$ cat config.mk
export PLATFORM = sky130hd
export DESIGN_NAME = mem_port_arbiter
export DESIGN_NICKNAME = d
export VERILOG_FILES = /design/src/rtl/mem_port_arbiter_pkg.sv /design/src/rtl/mem_port_arbiter_rr_pick2.sv /design/src/rtl/mem_port_arbiter.sv
export SDC_FILE = /design/constraint.sdc
export NUM_CORES = 1
export LEC_CHECK = 0
export BUFFER_PORTS_ARGS = -buffer_cell sky130_fd_sc_hd__buf_2
export CAP_MARGIN = 20
export CORE_MARGIN = 2
export CORE_UTILIZATION = 46
export CTS_BUF_LIST = sky130_fd_sc_hd__clkbuf_16
export DETAILED_ROUTE_END_ITERATION = 7
export PLACE_DENSITY = 0.8
export SYNTH_ARGS = -nofsm -noshare
export SYNTH_HDL_FRONTEND = slang
export SYNTH_SLANG_ARGS = --single-unit
$ cat constraint.sdc
create_clock -name clock -period 1.7 [get_ports clock]
set_clock_uncertainty 0.15 [all_clocks]
set_input_delay 0.17 -clock clock [delete_from_list [all_inputs] [get_ports clock]]
set_output_delay 0.17 -clock clock [all_outputs]
set_load 0.05 [all_outputs]
$ cat src/rtl/mem_port_arbiter_pkg.sv
// Shared types for the instruction/data memory port arbiter.
// FSM states, owner encoding and default bus widths.
package mem_port_arbiter_pkg;

  localparam int unsigned DefAddrW = 32;
  localparam int unsigned DefDataW = 32;

  typedef enum logic [1:0] {
    StIdle   = 2'd0,
    StAccess = 2'd1,
    StResp   = 2'd2
  } state_e;

  typedef enum logic {
    OwnFetch = 1'b0,
    OwnData  = 1'b1
  } owner_e;

endpackage

$ cat src/rtl/mem_port_arbiter_rr_pick2.sv
// Combinational two-way round-robin grant: on contention the side not served last wins.
// req[0] is the fetch side, req[1] the data side.
module rr_pick2
  import mem_port_arbiter_pkg::*;
(
  input  logic [1:0] req,
  input  owner_e     last_owner,
  output owner_e     grant
);

  always_comb begin
    grant = OwnFetch;
    case (req)
      2'b01:   grant = OwnFetch;
      2'b10:   grant = OwnData;
      2'b11:   grant = (last_owner == OwnFetch) ? OwnData : OwnFetch;
      default: grant = OwnFetch;
    endcase
  end

endmodule

$ cat src/rtl/mem_port_arbiter.sv
// Shares one single-port memory between instruction fetch and load/store, one access at a time,
// answering the served requester with a one-cycle ack and registered read data.
module mem_port_arbiter
  import mem_port_arbiter_pkg::*;
#(
  parameter int unsigned ADDR_W = DefAddrW,
  parameter int unsigned DATA_W = DefDataW
) (
  input  logic              clock,
  input  logic              reset,
  input  logic              if_req_i,
  input  logic [ADDR_W-1:0] if_addr_i,
  output logic              if_ack_o,
  output logic [DATA_W-1:0] if_rdata_o,
  input  logic              dm_req_i,
  input  logic              dm_we_i,
  input  logic [ADDR_W-1:0] dm_addr_i,
  input  logic [DATA_W-1:0] dm_wdata_i,
  output logic              dm_ack_o,
  output logic [DATA_W-1:0] dm_rdata_o,
  output logic              mem_req_o,
  output logic              mem_we_o,
  output logic [ADDR_W-1:0] mem_addr_o,
  output logic [DATA_W-1:0] mem_wdata_o,
  input  logic [DATA_W-1:0] mem_rdata_i,
  input  logic              mem_ack_i,
  output logic              busy_o
);

  state_e            state_q, state_d;
  owner_e            owner_q, owner_d;
  owner_e            last_owner_q, last_owner_d;
  owner_e            grant;
  logic [ADDR_W-1:0] addr_q, addr_d;
  logic [DATA_W-1:0] wdata_q, wdata_d;
  logic              we_q, we_d;
  logic [DATA_W-1:0] if_rdata_q, if_rdata_d;
  logic [DATA_W-1:0] dm_rdata_q, dm_rdata_d;

  rr_pick2 u_rr_pick2 (
    .req        ({dm_req_i, if_req_i}),
    .last_owner (last_owner_q),
    .grant      (grant)
  );

  always_comb begin
    state_d      = state_q;
    owner_d      = owner_q;
    last_owner_d = last_owner_q;
    addr_d       = addr_q;
    wdata_d      = wdata_q;
    we_d         = we_q;
    if_rdata_d   = if_rdata_q;
    dm_rdata_d   = dm_rdata_q;
    unique case (state_q)
      StIdle: begin
        if (if_req_i || dm_req_i) begin
          owner_d = grant;
          state_d = StAccess;
          if (grant == OwnData) begin
            addr_d  = dm_addr_i;
            wdata_d = dm_wdata_i;
            we_d    = dm_we_i;
          end else begin
            addr_d  = if_addr_i;
            wdata_d = '0;
            we_d    = 1'b0;
          end
        end
      end
      StAccess: begin
        if (mem_ack_i) begin
          // Stores also refresh dm_rdata so its content stays deterministic.
          if (owner_q == OwnData) begin
            dm_rdata_d = mem_rdata_i;
          end else begin
            if_rdata_d = mem_rdata_i;
          end
          last_owner_d = owner_q;
          state_d      = StResp;
        end
      end
      StResp: begin
        state_d = StIdle;
      end
      default: begin
        state_d = StIdle;
      end
    endcase
  end

  always_ff @(posedge clock) begin
    if (reset) begin
      state_q      <= StIdle;
      owner_q      <= OwnFetch;
      last_owner_q <= OwnFetch;
      addr_q       <= '0;
      wdata_q      <= '0;
      we_q         <= 1'b0;
      if_rdata_q   <= '0;
      dm_rdata_q   <= '0;
    end else begin
      state_q      <= state_d;
      owner_q      <= owner_d;
      last_owner_q <= last_owner_d;
      addr_q       <= addr_d;
      wdata_q      <= wdata_d;
      we_q         <= we_d;
      if_rdata_q   <= if_rdata_d;
      dm_rdata_q   <= dm_rdata_d;
    end
  end

  // Outputs decode registered state only; no input reaches an output in the same cycle.
  assign mem_req_o   = (state_q == StAccess);
  assign mem_we_o    = (state_q == StAccess) && we_q;
  assign mem_addr_o  = addr_q;
  assign mem_wdata_o = wdata_q;
  assign if_ack_o    = (state_q == StResp) && (owner_q == OwnFetch);
  assign dm_ack_o    = (state_q == StResp) && (owner_q == OwnData);
  assign if_rdata_o  = if_rdata_q;
  assign dm_rdata_o  = dm_rdata_q;
  assign busy_o      = (state_q != StIdle);

endmodule

Yosys cells after proc, flatten, opt, wreduce, memory -nomap -nowiden
Index checks and enable logic that the tools add are counted.
{"block": "classes", "n_eq_ne": 6, "muxes": 8, "n_bitwise": 1, "reduce_logical": 11}
{"operator": "two-way mux 32 bit", "count": 2}
{"operator": "== test 2 bit, second input constant", "count": 3}
{"operator": "AND reduction 2 bit", "count": 3}
{"operator": "AND reduction 3 bit", "count": 2}
{"operator": "two-way mux 2 bit", "count": 2}
{"operator": "one-hot mux 2 bit (2 select lines)", "count": 1}
{"operator": "logical AND 1 bit", "count": 3}
{"operator": "== test 2 x 1 -> 1 bit, second input constant", "count": 1}
{"operator": "zero test 2 bit", "count": 1}
{"operator": "two-way mux 1 bit", "count": 2}
{"operator": "inequality test 2 x 1 -> 1 bit, second input constant", "count": 1}
{"operator": "inequality test 2 bit, second input constant", "count": 1}
{"operator": "one-hot mux 1 bit (2 select lines)", "count": 1}
{"operator": "nonzero test 2 bit", "count": 1}
{"operator": "logical OR 1 bit", "count": 1}
{"operator": "inverter 1 bit", "count": 1}
{"block": "word_totals", "reg_bits": 133, "inputBits": 134, "out_inout_bits": 133, "elab_cells": 34}

Longest topological paths before layout
Gate-level depths: netlist of the first run.
{"block": "depth", "depth_word": 3, "ltp_mapped": 5, "ltp_nobuf": 4}

Cells and area by module
Synthesis of the first run repeated with hierarchy kept, for this count alone.
{"block": "hier_totals", "hier_cells": 606, "hier_area_um2": 5203.7}
{"module": "mem_port_arbiter", "instances": 1, "cells_per_inst": 605, "area_per_inst_um2": 5192.5, "seq_area_each_um2": 2662.6}
{"module": "rr_pick2", "instances": 1, "cells_per_inst": 1, "area_per_inst_um2": 11.3, "seq_area_each_um2": 0.0}

Least setup slack after synthesis of the first run
Ideal clock, no wire load.
{"block": "synth_path", "path_kind": "register -> output", "start": "reg state_q[0]", "end": "out mem_we_o", "t_arrival_ns": 1.807, "t_required_ns": 1.380, "setup_slack_ns": -0.427, "stages_incl_launch_ff": 3, "cell_sequence": "dfxtp_1 nor2b_1 and2_1"}
{"block": "synth_between", "elab_chain_cells": 2}
{"element": "start: declaration", "line_no": "mem_port_arbiter.sv:30", "rtl": "state_e state_q, state_d;"}
{"element": "start signal: assignment", "line_no": "mem_port_arbiter.sv:94", "rtl": "state_q <= StIdle;"}
{"element": "start signal: assignment", "line_no": "mem_port_arbiter.sv:103", "rtl": "state_q <= state_d;"}
{"element": "== test 2 x 1 -> 1 bit"}
{"element": "via mem_req_o", "line_no": "mem_port_arbiter.sv:21", "rtl": "output logic mem_req_o,"}
{"element": "logical AND 1 bit", "line_no": "mem_port_arbiter.sv:116", "rtl": "assign mem_we_o = (state_q == StAccess) && we_q;"}
{"element": "end: declaration", "line_no": "mem_port_arbiter.sv:22", "rtl": "output logic mem_we_o,"}
The timed path passes the listed nets, and every way through them passes these cells.

Worst setup path after layout of the first run
{"block": "layout_path", "start": "reg state_q[0]", "end": "out mem_we_o"}
{"block": "layout_between", "elab_chain_cells": 2}
{"element": "== test 2 x 1 -> 1 bit", "line_no": "mem_port_arbiter.sv:116"}
{"element": "logical AND 1 bit", "line_no": "mem_port_arbiter.sv:116"}
No other way between the ends.

==> results.ini, run 1 <==
[status]
run_status = completed

[routing]
viasPerCell = 5.58
firstDrtPassIters = 5
drc = 0
wire_per_inst_um = 17.8
finalWirelength_um = 20800
num_vias = 6518
drt_iter0_markers = 824
antenna_left = 0

[setup_path]
timing.rr.start = last_owner_q
worstSetupEndpoint = mem_we_o
critPathLaunch = state_q[0]
reg2reg_to = mem_addr_o[21]
r2r_cells = 4
path_max_fanout = 8
startpoint_type = flop
cp.required_ns = 1.38
critPathArrivalTime_ns = 1.31
rrSetupSlack_ns = 0.12
crit_type = flop to output port
end_kind = output port

[hold_path]
hold_path_depth = 3
worstHoldPathType = input port to flop

[layout]
mostFrequentLayoutCell = buf_2
layout_common_cells = 261 x buf_2, 195 x nand2_1, 131 x dfxtp_1, 130 x dlygate4sd3_1, 122 x a21oi_1
fin_area_um2 = 8820
drive_above_1_share_pct = 35.0
diodes = 0
nets = 1147
seqCellArea_um2 = 2670
multiInputGateArea_um2 = 2440
n_fill_cell = 698
area_growth_pct = 63.5

[floorplan]
fp.dieH_um = 112
die_area_um2 = 12600
initial_core_util_pct = 47.3
ios = 267
core_um2 = 11400
rows = 39
die_width_um = 112

[global_route]
grt_pass1_vias = 6415
grtUsageTotal_pct = 32.1
grt_overflow = 0
grt_pass1_wl_um = 32300
antenna_found_initial = 0
grt_max_degree = 95

[sta]
hold_viol = 0
setup_viol = 0
worst_pin_slew_ns = 0.438
max_freq_ghz = 0.613
slew_viol_final = 0
finalCriticalPeriod_ns = 1.63
rsz0062_at_grt = no
slew_headroom_pct = 70.8
fin_crit_sh_pct = 96.0

[logic_synthesis]
ys_ff_latch = 133
synth_edf_count = 0
synth_cell_type_count = 32
synth_area_per_cell_um2 = 8.42
synthFlopType = dfxtp_1
synth-async-reset-ratio_pct = 0
yosysWarnings = 0
syn_inst = 641
netlist_area_um2 = 5400
syn-num-nets = 775
ys_seq_area_share_pct = 49.3

[clock_tree]
numCtsBuffers = 17
cts.sinks = 133
path_clk_slew_ns = 0.06
clock_path_buffers = 2
cts_tree = yes
clockRootBuffer = clkbuf_16
htreeDepth = 4
clk_latency_ns = 0.41

[placement]
portBuffers = 266
hpwlAfterDp_um = 10800
gp_congestion = 0.801
postPlaceCellArea_um2 = 6890

[job]
drv_cap = 0

[pwr]
p_leak_nw = 3.90
cellPowerDensity_nw_per_um2 = 1060
ir_drop_mv = 0.839
finalPower_mw = 9.33

-- metrics by stage --
step	setup TNS [ns]	setup slack (ns)	std cells	util [%]	hold WS [ns]
floorplan	-0.132	-0.132	641	-	0.134
global placement	0	0.199	1005	60.3	0.273
detailed placement	0	0.150	1005	60.3	0.277
CTS	0	0.00369	1167	77.1	0.0560
global route	0	0.00822	1169	77.3	0.0782
finish	0	0.0675	1169	77.3	0.0838
-- state kept, by name, summed over array words and instances, names as in the netlist --
signal,cells
mem_addr_o,32
state_q,2
we_q,1
mem_wdata_o,32
owner_q,1
dm_rdata_o,32
if_rdata_o,32
last_owner_q,1
-- critical path, stage by stage (launching register included) --
cell and delay [ns]:
dfxtp_4 0.39, nor2b_4 0.19, and2_1 0.16, buf_6 0.16
-- cells in the mapped netlist (2+ instances only) --
master,instances,area share (%)
buf_1,3,0.21
a21oi_1,122,11
a21oi_2,10,1.6
clkbuf_1,25,1.7
o21ai_1,33,3.1
dfxtp_1,133,49
buf_2,26,2.4
nand2_1,195,14
buf_6,3,0.63
nor2_2,2,0.23
a311oi_1,3,0.49
a311oi_2,29,8.1
nand4_1,33,3.8
buf_4,6,0.83
-- routing by layer --
metal / track usage [%] / part of all wire (%) / vias to the layer above
li1: - / - / 2978
met3: 8.86 / 8.5 / 108
met2: 52.8 / 48 / 416
met5: 0 / 0 / -
met1: 36.4 / 37 / 3016
met4: 21.7 / 5.7 / 0
-- cells by family after synthesis --
| kind of cell | count (synthesis) | synth area share [%] |
|---|---|---|
| AOI/OAI and AO/OA | 200 | 25.2 |
| and+or+nand+nor | 244 | 19.6 |
| buffers and inverters | 64 | 5.89 |
| DFF | 133 | 49.3 |
-- report_power, final --
group	internal (mW)	switching (mW)	leakage, nW	total, mW
Sequential	3.31	0.127	1.09	3.44
Combinational	0.754	1.43	2.52	2.19
Clock	2.40	1.30	0.293	3.70
Total	6.47	2.86	3.90	9.33
-- worst min path at each step --
stage | start | end | slack [ns]
CTS | reset | mem_addr_o[26] | 0.06
global placement | mem_rdata_i[2] | if_rdata_o[2] | 0.27
global route | reset | mem_addr_o[26] | 0.08
detailed placement | mem_rdata_i[5] | dm_rdata_o[5] | 0.28
finish | reset | mem_addr_o[28] | 0.08
floorplan | mem_ack_i | state_q[1] | 0.13
-- area by class of cell --
class	instances	share of cell area, %
inverter	1	0.0709
clock buffer	17	4.82
timing repair buffer	416	33.3
clock inverter	15	1.91
multi-input combinational	444	27.7
tap	143	2.03
sequential	133	30.2
-- timing repair --
item | in CTS | in global routing
hold endpoints to repair | 132 | 0
resized for setup | 7 | 4
setup buffers | 0 | 2
endpoints found under the setup margin | 5 | 3
hold buffers | 130 | 0
(Power assumes the default switching activity.)
==> run 2: changes to the inputs <==
--- a/config.mk
+++ b/config.mk
@@ -8,10 +8,11 @@
 export BUFFER_PORTS_ARGS = -buffer_cell sky130_fd_sc_hd__buf_2
 export CAP_MARGIN = 20
 export CORE_MARGIN = 2
-export CORE_UTILIZATION = 46
+export CORE_UTILIZATION = 49
 export CTS_BUF_LIST = sky130_fd_sc_hd__clkbuf_16
 export DETAILED_ROUTE_END_ITERATION = 7
-export PLACE_DENSITY = 0.8
+export GPL_TIMING_DRIVEN = 0
+export PLACE_DENSITY = 0.85
 export SYNTH_ARGS = -nofsm -noshare
 export SYNTH_HDL_FRONTEND = slang
 export SYNTH_SLANG_ARGS = --single-unit
==> constraint.sdc (replaced) <==
create_clock -name clock -period 2.1 [get_ports clock]
set_clock_uncertainty 0.15 [all_clocks]
set_input_delay 0.21 -clock clock [delete_from_list [all_inputs] [get_ports clock]]
set_output_delay 0.21 -clock clock [all_outputs]
set_load 0.05 [all_outputs]
==> results.ini, run 2 (synthesis results as in run 1) <==
[floorplan]
rows = 38  ; -2.6%
die_width_um = 109  ; -3.0%
fp.dieH_um = 109  ; -3.0%
core_um2 = 10800  ; -5.5%
die_area_um2 = 11900  ; -5.9%
initial_core_util_pct = 50.0  ; +2.7 points
ios = 267  ; unchanged

[sta]
postLayoutSetupSlackWorst_ns = 0.118  ; +0.0503 ns
rsz0062_at_grt = no
holdWs_ns = 0.127  ; +0.0435 ns
final.setup.tns_ns = 0  ; unchanged
slew_viol_final = 0  ; unchanged
slew_headroom_pct = 47.7  ; -23 points
worst_pin_slew_ns = 0.784  ; +0.346 ns
setup_viol = 0  ; unchanged
fin_crit_sh_pct = 94.4
finalCriticalPeriod_ns = 1.98
max_freq_ghz = 0.504
hold_viol = 0  ; unchanged

[clock_tree]
clk_latency_ns = 0.41  ; about the same
clock_path_buffers = 2  ; unchanged
numCtsBuffers = 17  ; unchanged
cts_tree = yes
post-cts-setup-buffers = 0  ; unchanged
cts.sinks = 133  ; unchanged
clockRootBuffer = clkbuf_16
htreeDepth = 4  ; unchanged
path_clk_slew_ns = 0.06  ; about the same

[global_route]
grt_overflow = 0  ; unchanged
grt_max_degree = 17  ; -82%
grt_pass1_vias = 7013  ; +9.3%
grt_pass1_wl_um = 35500  ; +9.7%
antenna_found_initial = 0  ; unchanged
grtUsageTotal_pct = 39.3  ; +7.1 points

[setup_path]
max_stage_delay_ns = 0.58  ; +0.19 ns
path_max_fanout = 10  ; +2
cp.required_ns = 2.30  ; +0.92 ns
startpoint_type = flop
worst-path-stages = 5  ; +2
critPathArrivalTime_ns = 2.18  ; +0.87 ns
timing.rr.start = last_owner_q
critPathLaunch = last_owner_q
cp_num_buf_inv = 2  ; +1
crit_type = flop to flop
reg2reg_to = mem_addr_o[5]
path_cells = a21bo_2, clkbuf_4, nand2_1, a311oi_1, dlygate4sd3_1
cpLargestDelayFamily = buffers and inverters
worstSetupEndpoint = mem_addr_o[5]
end_kind = flop
rrSetupSlack_ns = 0.12  ; about the same
crit_slowest_cell = dlygate4sd3_1
r2r_cells = 5  ; +1

[layout]
layout_common_cells = 288 x buf_2, 195 x nand2_1, 131 x dfxtp_1, 130 x dlygate4sd3_1, 122 x a21oi_1
nets = 1189  ; +3.7%
mostFrequentLayoutCell = buf_2
area_growth_pct = 63.0
drive_above_1_share_pct = 35.5  ; +0.50 points
diodes = 0  ; unchanged
n_fill_cell = 578  ; -17%

[pwr]
p_int_mw = 5.03  ; -22%
power_switching_mw = 2.49  ; -13%
comb_power_share_pct = 24.0  ; +0.6 points
ir_drop_mv = 0.662  ; -21%
seq_power_share_pct = 37.1  ; +0.2 points
p_leak_nw = 3.91  ; +0.43%
clkPwrFrac_pct = 39.0  ; -0.7 points
sw_frac_of_total_pct = 33.1  ; +2.4 points
cellPowerDensity_nw_per_um2 = 854  ; -19%

[routing]
antenna_left = 0  ; unchanged
finalWirelength_um = 23600  ; +13%
viasPerCell = 5.79  ; +3.9%
drc = 0  ; unchanged
firstDrtPassIters = 7  ; +2
drt_iter0_markers = 727  ; -12%
wire_per_inst_um = 19.5  ; +9.7%
num_vias = 6999  ; +7.4%

[hold_path]
worstHoldPathType = input port to flop
min_from = dm_req_i

[placement]
pre_cts_ws_ns = 0.314  ; +0.164 ns
portBuffers = 265  ; -0.38%
hpwlAfterDp_um = 12400  ; +15%
gp_congestion = 0.860  ; +7.4%

[job]
drv_cap = 0  ; unchanged

[status]
run_status = completed

==> run 2: metal layers <==
metal	track usage [%]	up-vias	part of all wire, %
met4	28.4	0	6.7
li1	-	3069	-
met1	41.7	3217	35
met2	66.2	536	49
met3	11.5	177	10
met5	0	-	0
==> run 2: how the worst min path moves through the flow <==
stage	slack, ns	depth (start not counted)	to
after CTS	0.11	4	mem_wdata_o[3]
after detailed placement	0.29	2	dm_rdata_o[30]
after global routing	0.15	4	mem_wdata_o[2]
after floorplan	0.17	2	state_q[1]
after global placement	0.29	2	dm_rdata_o[29]
final	0.13	4	mem_wdata_o[2]
==> run 2: tightest hold or removal path, cell delays in order <==
cell and delay [ns]:
buf_2 0.11, buf_4 0.17, nand4_1 0.09, a21oi_1 0.06
==> run 2: through the flow <==
| step | util, % | instance area (um^2) | std cells | total power, mW |
|---|---|---|---|---|
| floorplan | - | 5400 | 641 | 3.88 |
| global placement | 64.0 | 6900 | 1046 | 4.30 |
| detailed placement | 64.0 | 6900 | 1046 | 4.32 |
| CTS | 81.4 | 8780 | 1208 | 7.39 |
| global route | 81.5 | 8800 | 1208 | 7.72 |
| finish | 81.5 | 8800 | 1208 | 7.52 |
==> run 2: final cells by class <==
class	count	area [um^2]	share of cell area (%)
Sequential cell	133	2670	30.3
Buffer	63	319	3.63
Clock inverter	15	154	1.75
Multi-Input combinational cell	444	2430	27.6
Inverter	1	3.75	0.0427
Tap cell	140	175	1.99
Timing Repair Buffer	395	2630	29.9
Clock buffer	17	425	4.84
==> run 2: timing repair <==
item,in CTS,in global routing
endpoints found under the setup margin,0,3
hold buffers,130,0
gates resized for setup,0,7
endpoints found under the hold margin,131,0
==> run 2: power by group through the flow <==
stage	combinational, mW	clock, mW	sequential (mW)
after floorplan	0.556	0	3.32
after detailed placement	1.50	0	2.82
final	1.80	2.93	2.79
after CTS	1.69	2.93	2.76
after global routing	1.88	3.04	2.79
after global placement	1.49	0	2.81
==> run 3: changes to the inputs <==
--- a/config.mk
+++ b/config.mk
@@ -7,6 +7,7 @@
 export LEC_CHECK = 0
 export BUFFER_PORTS_ARGS = -buffer_cell sky130_fd_sc_hd__buf_2
 export CAP_MARGIN = 20
+export CORE_ASPECT_RATIO = 0.7
 export CORE_MARGIN = 2
 export CORE_UTILIZATION = 49
 export CTS_BUF_LIST = sky130_fd_sc_hd__clkbuf_16
==> results.ini, run 3 (synthesis results as in run 1) <==
[status]
run_status = completed

[clock_tree]
clock_path_buffers = 2  ; unchanged
cts.sinks = 133  ; unchanged
clockRootBuffer = clkbuf_16
numCtsBuffers = 17  ; unchanged
cts_tree = yes
htreeDepth = 4  ; unchanged
path_clk_slew_ns = 0.06  ; about the same
post-cts-setup-buffers = 0  ; unchanged
clk_latency_ns = 0.40  ; about the same

[setup_path]
path_max_fanout = 10  ; unchanged
critPathArrivalTime_ns = 1.66  ; -0.52 ns
reg2reg_to = mem_addr_o[6]
cp.required_ns = 1.74  ; -0.56 ns
critPathLaunch = state_q[0]
crit_type = flop to output port
r2r_cells = 5  ; unchanged
end_kind = output port
timing.rr.start = state_q[1]
startpoint_type = flop
rrSetupSlack_ns = 0.10  ; -0.02 ns

[floorplan]
ios = 267  ; unchanged
rows = 32  ; -16%
die_area_um2 = 11900  ; +0.11%
core_um2 = 10900  ; +0.90%
initial_core_util_pct = 49.6  ; -0.45 points
fp.dieH_um = 91.8  ; -16%
die_width_um = 129  ; +19%

[global_route]
grt_pass1_wl_um = 35400  ; -0.23%
antenna_found_initial = 1  ; +1
busiest_layer = met2
grtUsageTotal_pct = 38.3  ; -0.97 points
grt_max_degree = 17  ; unchanged
grt_util_met2_pct = 64.4  ; -1.8 points
grt_overflow = 0  ; unchanged
grt_pass1_vias = 7058  ; +0.64%
grtUsageMet1_pct = 42.5  ; +0.74 points
use_met3_pct = 12.0  ; +0.48 points

[layout]
final_cells = 1222  ; +1.2%
layout_common_cells = 290 x buf_2, 195 x nand2_1, 133 x dfxtp_1, 130 x dlygate4sd3_1, 122 x a21oi_1
drive_above_1_share_pct = 35.1  ; -0.37 points
area_growth_pct = 64.5
fin_area_um2 = 8880  ; +0.97%
mostFrequentLayoutCell = buf_2
nets = 1189  ; unchanged

[placement]
gp_congestion = 0.895  ; +4.0%
hpwlAfterDp_um = 12700  ; +2.6%
postPlaceCellArea_um2 = 6920  ; +0.24%
dp.cells = 1059  ; +1.2%
portBuffers = 265  ; unchanged
pre_cts_ws_ns = 0.288  ; -0.0259 ns

[sta]
fin_crit_sh_pct = 96.3  ; +1.9 points
slew_headroom_pct = 47.3  ; -0.47 points
holdWs_ns = 0.127  ; -0.000566 ns
finalCriticalPeriod_ns = 2.02  ; +0.0404 ns
worst_pin_slew_ns = 0.791  ; +0.00698 ns
hold_viol = 0  ; unchanged
slew_viol_final = 0  ; unchanged
setup_viol = 0  ; unchanged
postLayoutSetupSlackWorst_ns = 0.0774  ; -0.0404 ns
max_freq_ghz = 0.494  ; -2.0%
final.setup.tns_ns = 0  ; unchanged

[routing]
antenna_left = 0  ; unchanged
wire_per_inst_um = 18.8  ; -3.7%
viasPerCell = 5.62  ; -2.9%
drc = 0  ; unchanged
finalWirelength_um = 23000  ; -2.6%
drt_iter0_markers = 452  ; -38%
num_vias = 6873  ; -1.8%
firstDrtPassIters = 7  ; unchanged

[job]
drv_cap = 0  ; unchanged

[pwr]
ir_drop_mv = 0.595  ; -10%
p_leak_nw = 3.94  ; +0.72%
cellPowerDensity_nw_per_um2 = 883  ; +3.3%

[hold_path]
hold_end = mem_addr_o[7]
hold_path_depth = 4  ; unchanged
worstHoldPathType = input port to flop
min_from = if_req_i

run 3: worst max-delay path, cell delays in order, from the launching register on:
cell	delay [ns]
dfxtp_1	0.48
nor2_4	0.10
inv_2	0.16
buf_2	0.24
clkbuf_4	0.27
run 3: how the worst max path moves through the flow:
| stage | to | cells past startpoint |
|---|---|---|
| final | busy_o | 4 |
| after global routing | busy_o | 4 |
| after CTS | busy_o | 4 |
| after detailed placement | dm_rdata_o[29] | 4 |
| after global placement | mem_addr_o[20] | 5 |
| after floorplan | if_ack_o | 1 |
run 3: per-stage QoR:
step	power, mW	util [%]
after floorplan	3.88	-
after global placement	4.30	63.5
after detailed placement	4.32	63.5
after CTS	7.76	81.5
after global routing	8.07	81.6
final	7.84	81.6
run 3: report_power, final:
| group | internal [mW] | total [mW] | switching [mW] | leakage [nW] |
|---|---|---|---|---|
| clock network | 2.12 | 3.28 | 1.16 | 0.311 |
| registers | 2.68 | 2.78 | 0.0984 | 1.09 |
| logic | 0.591 | 1.78 | 1.19 | 2.54 |
| total | 5.39 | 7.84 | 2.45 | 3.94 |
run 3: what timing repair did:
action	in CTS	in global routing
setup endpoints to repair	0	2
hold endpoints to repair	131	0
hold buffers	130	0
gates resized for setup	0	2
run 3: layout make-up:
class,instances,area [um^2]
diodes,1,2.50
plain buffers,63,314
clock buffers,17,425
clock inverters,15,228
fillers,647,2010
inverters,1,3.75
multi-input cells,444,2430
flip-flops and latches,133,2660
well taps,153,191
repair buffers,395,2630
run 3: per-layer routing:
| layer | routed length [um] | vias to the layer above | share of wire (%) |
|---|---|---|---|
| li1 | - | 3057 | - |
| met1 | 8320 | 3160 | 36 |
| met2 | 11000 | 516 | 48 |
| met3 | 2290 | 140 | 10 |
| met4 | 1390 | 0 | 6.0 |
| met5 | 0 | - | 0 |
